--- config.mk ---
export PLATFORM = sky130hd
export DESIGN_NAME = laser_frame_deserializer
export DESIGN_NICKNAME = d
export VERILOG_FILES = /design/src/rtl/laser_frame_deserializer.sv
export SDC_FILE = /design/constraint.sdc
export NUM_CORES = 1
export LEC_CHECK = 0
export CORE_UTILIZATION = 55
export DETAILED_ROUTE_END_ITERATION = 16
export PLACE_DENSITY = 0.77
export SLEW_MARGIN = 30
export SYNTH_ARGS = -nofsm -noshare
export SYNTH_HDL_FRONTEND = slang
export SYNTH_SLANG_ARGS = --single-unit
--- constraint.sdc ---
create_clock -name clock -period 4.27 [get_ports clock]
set_input_delay 1.281 -clock clock [delete_from_list [all_inputs] [get_ports clock]]
set_output_delay 1.281 -clock clock [all_outputs]
set_load 0.02 [all_outputs]
--- src/rtl/laser_frame_deserializer.sv ---
// Oversampling single-lane optical receiver. Recovers one DATA_BITS byte per frame
// (start=1, LSB-first data, stop=0) and flags frames whose stop bit is wrong.
module laser_frame_deserializer #(
  parameter int unsigned OVERSAMPLE = 4,
  parameter int unsigned DATA_BITS  = 8
) (
  input  logic                 clock,
  input  logic                 reset_n,
  input  logic                 en,
  input  logic                 laser_in,
  output logic [DATA_BITS-1:0] data_out,
  output logic                 data_valid,
  output logic                 frame_err,
  output logic                 busy
);

  localparam int unsigned Half = OVERSAMPLE / 2;
  localparam int unsigned CntW = $clog2(OVERSAMPLE) + 1;
  localparam int unsigned BitW = $clog2(DATA_BITS) + 1;

  localparam logic [CntW-1:0] CntLast = CntW'(OVERSAMPLE - 1);
  localparam logic [CntW-1:0] CntMid  = CntW'(Half - 1);
  localparam logic [CntW-1:0] CntOne  = CntW'(1);
  localparam logic [BitW-1:0] BitLast = BitW'(DATA_BITS - 1);
  localparam logic [BitW-1:0] BitOne  = BitW'(1);

  typedef enum logic [2:0] {
    StIdle,
    StStart,
    StData,
    StStop,
    StWaitIdle
  } state_e;

  state_e                 state_q, state_d;
  logic [1:0]             sync_q;
  logic                   laser_s;
  logic [CntW-1:0]        cnt_q, cnt_d;
  logic [BitW-1:0]        bit_idx_q, bit_idx_d;
  logic [DATA_BITS-1:0]   shreg_q, shreg_d;
  logic [DATA_BITS-1:0]   data_out_q, data_out_d;
  logic                   data_valid_q, data_valid_d;
  logic                   frame_err_q, frame_err_d;

  // Two-flop synchronizer; every decision below looks only at laser_s.
  assign laser_s = sync_q[1];

  always_ff @(posedge clock or negedge reset_n) begin
    if (!reset_n) begin
      state_q      <= StIdle;
      sync_q       <= '0;
      cnt_q        <= '0;
      bit_idx_q    <= '0;
      shreg_q      <= '0;
      data_out_q   <= '0;
      data_valid_q <= 1'b0;
      frame_err_q  <= 1'b0;
    end else begin
      state_q      <= state_d;
      sync_q       <= {sync_q[0], laser_in};
      cnt_q        <= cnt_d;
      bit_idx_q    <= bit_idx_d;
      shreg_q      <= shreg_d;
      data_out_q   <= data_out_d;
      data_valid_q <= data_valid_d;
      frame_err_q  <= frame_err_d;
    end
  end

  always_comb begin
    state_d      = state_q;
    cnt_d        = cnt_q;
    bit_idx_d    = bit_idx_q;
    shreg_d      = shreg_q;
    data_out_d   = data_out_q;
    data_valid_d = 1'b0;
    frame_err_d  = 1'b0;

    if (state_q != StIdle && !en) begin
      // Disabling mid-frame drops the partial byte silently.
      state_d   = StIdle;
      cnt_d     = '0;
      bit_idx_d = '0;
    end else begin
      unique case (state_q)
        StIdle: begin
          if (en && laser_s) begin
            state_d = StStart;
            cnt_d   = '0;
          end
        end

        StStart: begin
          if (cnt_q == CntMid) begin
            cnt_d     = '0;
            bit_idx_d = '0;
            // A start bit that is gone by mid-bit was a glitch.
            state_d   = laser_s ? StData : StIdle;
          end else begin
            cnt_d = cnt_q + CntOne;
          end
        end

        StData: begin
          if (cnt_q == CntLast) begin
            cnt_d   = '0;
            // Right-shift so the first (LSB) sample lands in bit 0 after the last one.
            shreg_d = shreg_q >> 1;
            shreg_d[DATA_BITS-1] = laser_s;
            if (bit_idx_q == BitLast) begin
              bit_idx_d = '0;
              state_d   = StStop;
            end else begin
              bit_idx_d = bit_idx_q + BitOne;
            end
          end else begin
            cnt_d = cnt_q + CntOne;
          end
        end

        StStop: begin
          if (cnt_q == CntLast) begin
            cnt_d = '0;
            if (!laser_s) begin
              data_out_d   = shreg_q;
              data_valid_d = 1'b1;
              state_d      = StIdle;
            end else begin
              frame_err_d = 1'b1;
              state_d     = StWaitIdle;
            end
          end else begin
            cnt_d = cnt_q + CntOne;
          end
        end

        StWaitIdle: begin
          // Hold off until the beam drops so a stuck-on line cannot re-trigger.
          if (!laser_s) begin
            state_d = StIdle;
          end
        end

        default: begin
          state_d   = StIdle;
          cnt_d     = '0;
          bit_idx_d = '0;
        end
      endcase
    end
  end

  assign data_out   = data_out_q;
  assign data_valid = data_valid_q;
  assign frame_err  = frame_err_q;
  assign busy       = (state_q != StIdle);

endmodule

==> out/qor.yml <==
outcome:
  status: "complete, no violations"
global_route:
  antenna_found_initial: 0
  grt_max_degree: 31
  grt_use_total: 0.209
  overflow: 0
  grt_pass1_wl_um: 4030
  grt_pass1_vias: 907
drt:
  drt_iter0_markers: 8
  dr.pass1.iters: 4
  drc_errors: 0
  wl_per_cell_um: 15.7
  routed_via_density: 5.93
  ant_nets: 0
  routed_wl_um: 2580
  dr_total_vias: 979
timing:
  finalHoldViolCount: 0
  final.setup.worst_slack_ps: 1070
  period_share: 0.749
  worst_pin_slew_ps: 650
  slew_headroom: 0.566
  holdWs_ps: 355
  finalCriticalPeriod_ps: 3200
  tns_ps: 0
  skew_ps: 4.48
  max_freq_ghz: 0.313
  rsz0062_at_grt: "no"
  setup_viol: 0
  final_max_slew_viol_count: 0
finish:
  final_common_cell: "dfrtp_1"
  fin_nets: 144
  final_cells: 165
  num_antenna_cells: 0
  fillers: 182
  syn2layout_area_growth_pct: 15.5
  layout_common_cells: "dfrtp_1, clkdlybuf4s50_1, mux2_4, mux2_2, nand2_1"
  layout-drive-gt1-share: 0.237
placed_design:
  place.gp.congestion: 0.873
  port_buffers: 14
  dp_slack_ps: 975
  dp_cells: 158
  dp_hpwl_um: 1810
worst_setup_path:
  regToRegEndpoint: "shreg_q[6]"
  startpoint_type: "flip-flop"
  required_ps: 2990
  r2r_slack_ps: 2320
  arrival_ps: 1920
  rr_startpoint: "state_q[1]"
  cp_max_fo: 14
  worst-r2r-cell-count: 4
  worstSetupEndpointType: "output pin"
  crit_type: "flip-flop to output pin"
logic_synthesis:
  synthesis.area_um2: 1480
  yosys.area.top_type: "dfrtp_1"
  synthTopCellsByArea: "dfrtp_1, mux2_4, mux2_2"
  ys_ff_latch: 30
  ys.flop_type: "dfrtp_1"
  syn_area_per_cell_um2: 12.5
  yosys_warnings: 0
  synth_top_area_frac: 0.507
  synthCells: 118
  async_reset_ff_frac: 1.00
  synth-seq-area-share: 0.507
  synth_cell_types: 40
  syn-num-nets: 127
  synth_edf_count: 0
clock_network:
  cts_max_level: 2
  cts.path.max_buffers: 2
  cts_buffers: 5
  cts_tree: "yes"
  cts_hold_buf: 0
  clkTransAtPathRegs_ps: 90
  post_cts.repair.setup_buffers: 0
  clkSinkCount: 30
  cts_resized: 0
  root_buffer: "clkbuf_4"
  clock_latency_ps: 320
floorplanning:
  core_area_um2: 2500
  die_x_um: 53.9
  row_count: 18
  start_util: 0.592
  die_y_um: 53.9
  io_pins: 15
  die_area_um2: 2900
pwr:
  p_sw_frac: 0.320
  p_int_mw: 0.547
  leakage_nw: 0.817
  p_total_mw: 0.803
  comb_power_share: 0.262
  peakVddDrop_v: 0.000395
  p_seq_frac: 0.456
  power.density_nw_per_um2: 470
  clkPwrFrac: 0.283
  p_switching_mw: 0.257
min_path:
  hold_depth: 0
  holdCritPathClass: "flip-flop to flip-flop"
  hold_path_startpoint: "sync_q[0]"
  whs_endpoint: "sync_q[1]"
run:
  cap_violations: 0
## flip-flops by register name (all words and copies together), names as in the netlist
signal / cells
cnt_q: 3
frame_err: 1
sync_q: 2
bit_idx_q: 4
data_valid: 1
data_out: 8
shreg_q: 8
state_q: 3
## area by class of cell
class                   instances  area [um^2]  area share
clock inverters                 1         30.0      0.0176
well taps                      30         37.5      0.0220
multi-input cells              79          677       0.396
inverters                       4         15.0     0.00878
repair buffers                 15          148      0.0864
flip-flops and latches         30          751       0.439
clock buffers                   6         51.3      0.0300
## synth_stat cells (2+ instances only)
master	instances
mux2_2	8
mux2_4	8
o31ai_1	4
nand2b_4	2
dfrtp_1	30
o22ai_1	2
ha_1	5
a21oi_1	2
nand4_1	2
buf_2	3
nand3_1	3
nor3_1	3
inv_1	4
buf_6	2
nand2_1	6
nor2_1	5
or3_1	2
o21ai_0	5
## how the worst max path moves through the flow
stage	startpoint	end	cells past startpoint
after floorplan	en	cnt_q[2]	5
after global placement	en	shreg_q[7]	4
after detailed placement	en	bit_idx_q[1]	5
after CTS	state_q[2]	busy	2
after global routing	state_q[2]	busy	2
final	state_q[2]	busy	2
## worst max-delay path, cell delays in order, from the launching register on
cell and delay (ps):
dfrtp_1 560, or3_1 480, clkdlybuf4s50_1 560
## stage by stage
step            util  instance area, um^2
6_report       0.684                 1710
5_1_grt        0.684                 1710
4_1_cts        0.684                 1710
3_5_place_dp   0.651                 1630
3_3_place_gp   0.651                 1630
2_1_floorplan      -                 1480
## metal layers
layer / GRT usage / vias to the layer above / wire length [um]
met5: 0 / - / 0
met4: 0.0921 / 0 / 27
met3: 0.0847 / 4 / 110
met2: 0.302 / 19 / 1180
met1: 0.272 / 484 / 1270
li1: - / 472 / -
## power groups by stage
| stage | logic (mW) | clock network [mW] | registers (mW) |
|---|---|---|---|
| floorplan | 0.183 | 0 | 0.344 |
| global placement | 0.202 | 0 | 0.367 |
| detailed placement | 0.210 | 0 | 0.369 |
| CTS | 0.212 | 0.236 | 0.364 |
| global route | 0.232 | 0.250 | 0.374 |
| finish | 0.210 | 0.227 | 0.366 |
## cells by family after synthesis
group,count (synthesis),synth area share
AOI/OAI and AO/OA,21,0.101
adders and majority gates,5,0.0423
buffers and inverters,9,0.0355
DFF,30,0.507
muxes,16,0.142
and+or+nand+nor,37,0.172
No activity file was read; power rests on OpenSTA's default activity.
